--- src/rtl/mux8_rr_scheduler.sv ---
// mux8_rr_scheduler: round-robin owner of the 8:1 bit-mux select, granting bounded bursts
//   clk               : rising-edge system clock
//   rst_n             : asynchronous active-low reset
//   req[7:0]          : per-channel request, bit i = channel i wants the lane
//   in[7:0]           : per-channel data bits feeding the mux
//   sel[2:0]          : registered mux select, current or most recent grant
//   gnt[7:0]          : one-hot grant, zero when idle
//   busy              : high while a channel is granted
//   out_bit/out_valid : registered in[sel] and its one-cycle strobe per transfer
module mux8_rr_scheduler #(
   parameter int MAX_BURST = 4
) (
   input  logic       clk,
   input  logic       rst_n,
   input  logic [7:0] req,
   input  logic [7:0] in,
   output logic [2:0] sel,
   output logic [7:0] gnt,
   output logic       busy,
   output logic       out_bit,
   output logic       out_valid
);
   localparam int CNT_W = $clog2(MAX_BURST + 1);
   localparam logic [0:0] IDLE  = 1'b0;
   localparam logic [0:0] GRANT = 1'b1;
   logic [0:0]       state_q, state_d;
   logic [2:0]       sel_q, sel_d, ptr_q, ptr_d, nxt;
   logic [CNT_W-1:0] cnt_q, cnt_d, cnt_nx;
   logic             out_bit_q, out_bit_d, out_valid_q, out_valid_d;
   logic             xfer, rel, repick;
   // First requesting channel at or after s, wrapping 7->0; descending scan so the lowest offset wins.
   function automatic logic [2:0] pick(input logic [7:0] r, input logic [2:0] s);
      logic [2:0] p;
      p = s;
      for (int i = 7; i >= 0; i--)
         if (r[s + 3'(i)]) p = s + 3'(i);
      return p;
   endfunction
   always_comb begin
      xfer        = state_q == GRANT && req[sel_q];
      cnt_nx      = cnt_q + CNT_W'(1);
      rel         = state_q == GRANT && (!xfer || cnt_nx == CNT_W'(MAX_BURST));
      repick      = state_q == IDLE || rel;
      // On release the old grant is scanned last, which is what makes the rotation fair.
      nxt         = pick(req, state_q == GRANT ? sel_q + 3'd1 : ptr_q);
      state_d     = ((state_q == GRANT && !rel) || |req) ? GRANT : IDLE;
      sel_d       = (repick && |req) ? nxt : sel_q;
      cnt_d       = repick ? '0 : cnt_nx;
      ptr_d       = rel ? sel_q + 3'd1 : ptr_q;
      out_bit_d   = xfer ? in[sel_q] : out_bit_q;
      out_valid_d = xfer;
   end
   always_ff @(posedge clk or negedge rst_n) begin
      if (!rst_n) begin
         state_q     <= IDLE;
         sel_q       <= '0;
         ptr_q       <= '0;
         cnt_q       <= '0;
         out_bit_q   <= 1'b0;
         out_valid_q <= 1'b0;
      end else begin
         state_q     <= state_d;
         sel_q       <= sel_d;
         ptr_q       <= ptr_d;
         cnt_q       <= cnt_d;
         out_bit_q   <= out_bit_d;
         out_valid_q <= out_valid_d;
      end
   end
   assign busy      = state_q == GRANT;
   assign sel       = sel_q;
   assign gnt       = busy ? 8'(1) << sel_q : '0;
   assign out_bit   = out_bit_q;
   assign out_valid = out_valid_q;
endmodule

--- config.mk ---
export PLATFORM = sky130hd
export DESIGN_NAME = mux8_rr_scheduler
export DESIGN_NICKNAME = d
export VERILOG_FILES = /design/src/rtl/mux8_rr_scheduler.sv
export SDC_FILE = /design/constraint.sdc
export NUM_CORES = 1
export LEC_CHECK = 0
export ABC_AREA = 0
export CAP_MARGIN = 20
export CELL_PAD_IN_SITES_DETAIL_PLACEMENT = 1
export CELL_PAD_IN_SITES_GLOBAL_PLACEMENT = 1
export CORE_MARGIN = 1
export CORE_UTILIZATION = 40
export CTS_CLUSTER_DIAMETER = 80
export CTS_CLUSTER_SIZE = 25
export DETAILED_ROUTE_END_ITERATION = 8
export PLACE_DENSITY_LB_ADDON = 0.1
export SLEW_MARGIN = 20
export SYNTH_ARGS = -nofsm -noshare
export SYNTH_HDL_FRONTEND = slang
export SYNTH_SLANG_ARGS = --single-unit
--- constraint.sdc ---
create_clock -name clk -period 3.9 [get_ports clk]
set_input_delay 0.585 -clock clk [delete_from_list [all_inputs] [get_ports clk]]
set_output_delay 0.585 -clock clk [all_outputs]
set_load 0.03 [all_outputs]
==> out/summary.txt, run 1 <==
DRC = 0
Via density = 5.79
starting DRC count in detailed routing = 28
clock latency on the worst-skew pair = 250 ps
crit path DAT = 3480 ps
final instance area = 2060 sq um
Post-synth EDFFs = 0
drt total wl = 4800 microns
outcome = finished clean
worst min-delay path startpoint = cnt_q[0]
min cycle time layout = 3340 ps
clk sinks = 12
Reg area = 300 sq um
Ant. Diodes = 0
GRT met1 Usage = 25.6%
vias = 1518
GRT Max-Usage Layer = met2
Mapped Cells = 180
gr ovfl total = 0
reg-to-reg startpoint = sel[1]
Core Footprint = 4000 sq um
Synth Warn # = 0
Starting Density = 41.8%
Max Slew Vio Count = 0
Final Hold Viols = 0
hold-fix buffers at CTS = 0
die width = 66.6 microns
Clock Tree Root = clkbuf_8
Hold Crit Depth = 1
first-pass GRT wire length = 7890 microns
Mapped Nets = 208
R2R cell count = 12
commonest cells after routing, fill and taps aside = 31 x clkdlybuf4s50_1, 29 x nand2_1, 20 x mux2i_1
Post-DP Area = 2010 sq um
number of global-route vias before repair = 1608
Setup Skew = 4.24 ps
Setup Viol. Count Final = 0
flops & latches, synth = 12
drt pass-1 iters = 4
num rows = 23
Synth Flop Type = dfrtp_1
setup tns final = 0 ps
mapped cell area = 1670 sq um
initial antenna violation count = 0
Max-Cap Viols = 0
ys async rst share = 100%
GRT met2 Usage = 47.3%
most common cell after layout, fill and taps aside = clkdlybuf4s50_1
fmax = 299 MHz
crit share post-route = 85.7%
min-delay worst type = reg -> reg
Final GP Congestion = 0.855
GR Util All Layers = 24.0%
R2R setup slack = 560 ps
register area share after synthesis = 18.0%
r2r endpoint = sel[0]
met3 Use GR = 2.23%
worst-margin pin slew = 568 ps
Detailed Place HPWL = 3890 microns
CTS tree = built
Worst setup EP type = flop
Setup CP Type = reg -> reg
Clock transition at path regs = 60 ps
Max Buffers Root-to-Sink = 2
Max-Slew Margin vs Limit = 62.0%
Filler cells = 476
Worst Hold Path EP = cnt_q[0]
post-layout net count = 241
Worst Path Required = 4030 ps
post-CTS setup buffer count = 0
critical path fanouts, max = 12
level count of the clock H-tree = 1
post-CTS sizing = 0
Setup crit start kind = flop
# IOs = 32
clock buffer count from CTS = 3
Die ar. = 4440 sq um
largest net degree at the start of global routing = 13
ANT nets after route = 0
routed length per instance = 18.3 microns
area grow syn2layout = 23.4%
footprint of the multi-input gates = 1240 sq um
Die Y = 66.6 microns
ratio of cells with drive above 1 in the final layout = 14.2%
Syn Area/Cell = 9.29 sq um
RSZ-0062 raised after global routing = no
IO Port Bufs = 31
Distinct cells, synth = 54
==> cell type report <==
| cell class | instances | area share [%] |
|---|---|---|
| inverter | 11 | 2.37 |
| clock buffer | 4 | 2.67 |
| tap | 50 | 3.03 |
| multi-input combinational | 148 | 60.1 |
| sequential | 12 | 14.6 |
| timing repair buffer | 37 | 17.2 |
==> flip-flops by register name, indices dropped and copies added, names as in the netlist <==
signal,flops
busy,1
cnt_q,3
out_bit,1
ptr_q,3
sel,3
out_valid,1
==> Yosys cell counts (2+ instances only) <==
cell type / n / area (sq um)
a31oi_1: 2 / 12.5
dfrtp_1: 12 / 300
buf_2: 2 / 10.0
clkbuf_1: 2 / 7.51
mux4_1: 4 / 105
buf_6: 4 / 45.0
mux2_2: 2 / 22.5
a22o_1: 2 / 17.5
mux2i_4: 2 / 45.0
xnor2_1: 3 / 26.3
and3_1: 6 / 37.5
mux4_2: 3 / 67.6
o21ai_0: 3 / 15.0
mux2i_1: 20 / 200
a21oi_1: 8 / 40.0
a21o_1: 2 / 15.0
ha_1: 10 / 125
a41oi_1: 2 / 17.5
nand3_1: 3 / 15.0
o22ai_1: 3 / 18.8
nand2_1: 29 / 109
and2_1: 2 / 12.5
inv_1: 10 / 37.5
nor2_1: 12 / 45.0
nor4_1: 2 / 12.5
and4_1: 2 / 17.5
==> worst max-delay path, stage by stage, from the launching register on <==
cell      delay [ps]
dfrtp_1          490
inv_1            130
ha_1             370
mux2_4           270
inv_1             80
ha_1             240
xnor2_1          450
mux2i_1          350
mux2i_1          140
a31o_1           210
a311oi_2         260
xnor2_1          150
o21ai_1           70
==> through the flow <==
step	utilization [%]	hold WS, ps	worst slack (ps)	cells
2_1_floorplan	-	289	482	180
3_3_place_gp	50.2	421	700	258
3_5_place_dp	50.2	458	559	258
4_1_cts	51.5	466	535	262
5_1_grt	51.5	493	218	262
6_report	51.5	455	558	262
==> cell families (layout without fill, tap and decap cells) <==
logic type | after synthesis | count (layout) | share of synthesized area (%)
compound gates | 37 | 37 | 16.2
xor+xnor | 6 | 6 | 4.72
flops | 12 | 12 | 18.0
fa+ha+maj | 10 | 10 | 7.49
buf+inv | 20 | 52 | 7.86
mux | 33 | 33 | 28.1
simple gates | 62 | 62 | 17.7
==> worst max path at each step <==
| stage | from | endpoint | slack [ps] | depth (start not counted) |
|---|---|---|---|---|
| floorplan | sel[0] | sel[0] | 480 | 14 |
| global placement | sel[1] | sel[0] | 700 | 12 |
| detailed placement | sel[1] | sel[0] | 560 | 12 |
| CTS | sel[1] | sel[0] | 540 | 12 |
| global route | sel[1] | sel[0] | 220 | 12 |
| finish | sel[1] | sel[0] | 560 | 12 |
==> layer usage <==
metal | vias up | part of all wire [%]
met1 | 745 | 39
met2 | 30 | 56
li1 | 734 | -
met5 | - | 0
met3 | 9 | 2.6
met4 | 0 | 2.4
Power of run 1 is left out: the tool's default activity adds up to more than one toggle a clock period on the data nets, which glitch-free logic cannot reach.
==> inputs of run 2 (changes only) <==
--- a/config.mk
+++ b/config.mk
@@ -15,6 +15,7 @@
 export CTS_CLUSTER_SIZE = 25
 export DETAILED_ROUTE_END_ITERATION = 8
 export PLACE_DENSITY_LB_ADDON = 0.1
+export REMOVE_ABC_BUFFERS = 1
 export SLEW_MARGIN = 20
 export SYNTH_ARGS = -nofsm -noshare
 export SYNTH_HDL_FRONTEND = slang
==> run 2 against run 1 <==
Compared with the run above: routed wire length shrank 2.7%; maximum frequency down 5.7%; critical path depth did not move; register-to-register slack lost 200 ps; via count down 0.66%; die area unchanged; flip-flop and latch count did not move; setup slack got worse by 200 ps; global-route usage is 1.3 points lower; first-iteration DRC count up 130%; clock skew decreased by 0.85 ps.
==> out/summary.txt, run 2 (same netlist as run 1, synthesis figures left out) <==
outcome = finished clean (unchanged)
Via density = 5.80 (was 5.79)
post-CTS setup buffer count = 0 (unchanged)
die width = 66.6 microns (unchanged)
hold-fix buffers at CTS = 0 (unchanged)
Final GP Congestion = 0.871 (was 0.855)
Max-Slew Margin vs Limit = 54.5% (was 62.0%)
clock latency on the worst-skew pair = 250 ps (about the same)
GR Util All Layers = 22.7% (was 24.0%)
critical path's slowest cell = dfrtp_1 (unchanged)
Setup crit start kind = flop (unchanged)
worst slack at placement = 370 ps (was 559 ps)
Filler cells = 469 (was 476)
reg-to-reg startpoint = sel[1] (unchanged)
Worst Path Required = 4030 ps (about the same)
post-layout net count = 239 (was 241)
num rows = 23 (unchanged)
largest net degree at the start of global routing = 19 (was 13)
crit share post-route = 90.9% (was 85.7%)
IO Port Bufs = 31 (unchanged)
worst-margin pin slew = 664 ps (was 568 ps)
ratio of cells with drive above 1 in the final layout = 13.3% (was 14.2%)
worst stage delay on the critical path = 500 ps (was 490 ps)
fmax = 282 MHz (was 299 MHz)
DRC = 0 (unchanged)
area grow syn2layout = 22.5% (was 23.4%)
CTS tree = built (unchanged)
crit path DAT = 3670 ps (was 3480 ps)
Die ar. = 4440 sq um (unchanged)
gr ovfl total = 0 (unchanged)
Worst Hold Path EP = cnt_q[0] (unchanged)
setup tns final = 0 ps (unchanged)
routed length per instance = 18.0 microns (was 18.3 microns)
Max-Cap Viols = 0 (unchanged)
Reg area = 300 sq um (unchanged)
Hold Crit Depth = 1 (unchanged)
Max Buffers Root-to-Sink = 2 (unchanged)
worst min-delay path startpoint = cnt_q[0] (unchanged)
Setup Viol. Count Final = 0 (unchanged)
starting DRC count in detailed routing = 65 (was 28)
Worst setup EP type = flop (unchanged)
drt total wl = 4670 microns (was 4800 microns)
R2R cell count = 12 (unchanged)
Critical Path Start = sel[1] (unchanged)
level count of the clock H-tree = 1 (unchanged)
min-delay worst type = reg -> reg (unchanged)
initial antenna violation count = 0 (unchanged)
post-CTS sizing = 0 (unchanged)
most common cell after layout, fill and taps aside = clkdlybuf4s50_1 (unchanged)
footprint of the multi-input gates = 1240 sq um (unchanged)
r2r endpoint = sel[0] (unchanged)
Setup Skew = 3.39 ps (was 4.24 ps)
first-pass GRT wire length = 7460 microns (was 7890 microns)
RSZ-0062 raised after global routing = no (unchanged)
Clock transition at path regs = 60 ps (about the same)
Clock Tree Root = clkbuf_8 (unchanged)
Ant. Diodes = 0 (unchanged)
Core Footprint = 4000 sq um (unchanged)
R2R setup slack = 360 ps (was 560 ps)
min cycle time layout = 3540 ps (was 3340 ps)
clock buffer count from CTS = 3 (unchanged)
worst path cell trace = inv_1 > ha_1 > mux2_4 > inv_1 > ha_1 > xnor2_1 > mux2i_1 > mux2i_1 > a31o_1 > a311oi_2 > xnor2_1 > o21ai_1 (unchanged)
commonest cells after routing, fill and taps aside = 31 x clkdlybuf4s50_1, 29 x nand2_1, 20 x mux2i_1 (unchanged)
drt pass-1 iters = 4 (unchanged)
ANT nets after route = 0 (unchanged)
clk sinks = 12 (unchanged)
critical path fanouts, max = 12 (unchanged)
Detailed Place HPWL = 3740 microns (was 3890 microns)
Final Hold Viols = 0 (unchanged)
fin worst setup slack = 356 ps (was 558 ps)
Setup CP Type = reg -> reg (unchanged)
number of global-route vias before repair = 1513 (was 1608)
Max Slew Vio Count = 0 (unchanged)
vias = 1508 (was 1518)
Starting Density = 41.8% (unchanged)
# IOs = 32 (unchanged)
Die Y = 66.6 microns (unchanged)
-- run 2: changes by cell type in the layout (fill, tap and decap cells not counted) --
cell,before,now
buf_4,6,4
-- run 2: worst max-delay path by stage --
| stage | end | slack [ps] | cells past startpoint |
|---|---|---|---|
| detailed placement | sel[0] | 370 | 12 |
| global placement | sel[0] | 530 | 12 |
| floorplan | sel[0] | 470 | 12 |
| finish | sel[0] | 360 | 12 |
| CTS | sel[0] | 360 | 12 |
| global route | sel[0] | 80 | 12 |
-- run 2: area by class of cell --
class                   count  share of cell area (%)
clock buffers               4                    2.69
inverters                  11                    2.38
multi-input cells         148                    60.6
flip-flops and latches     12                    14.7
well taps                  50                    3.06
repair buffers             35                    16.6
-- run 2: worst max-delay path: cells and delay by family, from the launching register on --
kind / cells / cell delay [ps]
xor+xnor: 2 / 610
mux: 3 / 740
flops: 1 / 500
compound gates: 3 / 530
fa+ha+maj: 2 / 680
buf+inv: 2 / 350
-- run 2: layer usage --
metal  part of all wire, %  global-route usage [%]  vias up
met3                   4.3                    2.74        7
met1                    48                    33.7      740
li1                      -                       -      727
met2                    46                    33.7       34
met5                     0                       0        -
met4                   1.5                    7.45        0
-- run 2: stage by stage --
| step | cell area, sq um | hold slack (ps) | std cells | utilization (%) |
|---|---|---|---|---|
| 3_5_place_dp | 1990 | 432 | 256 | 49.8 |
| 3_3_place_gp | 1990 | 421 | 256 | 49.8 |
| 2_1_floorplan | 1590 | 289 | 171 | - |
| 4_1_cts | 2050 | 438 | 260 | 51.2 |
| 6_report | 2050 | 433 | 260 | 51.2 |
| 5_1_grt | 2050 | 455 | 260 | 51.2 |
Power of run 2 is left out for the same reason.
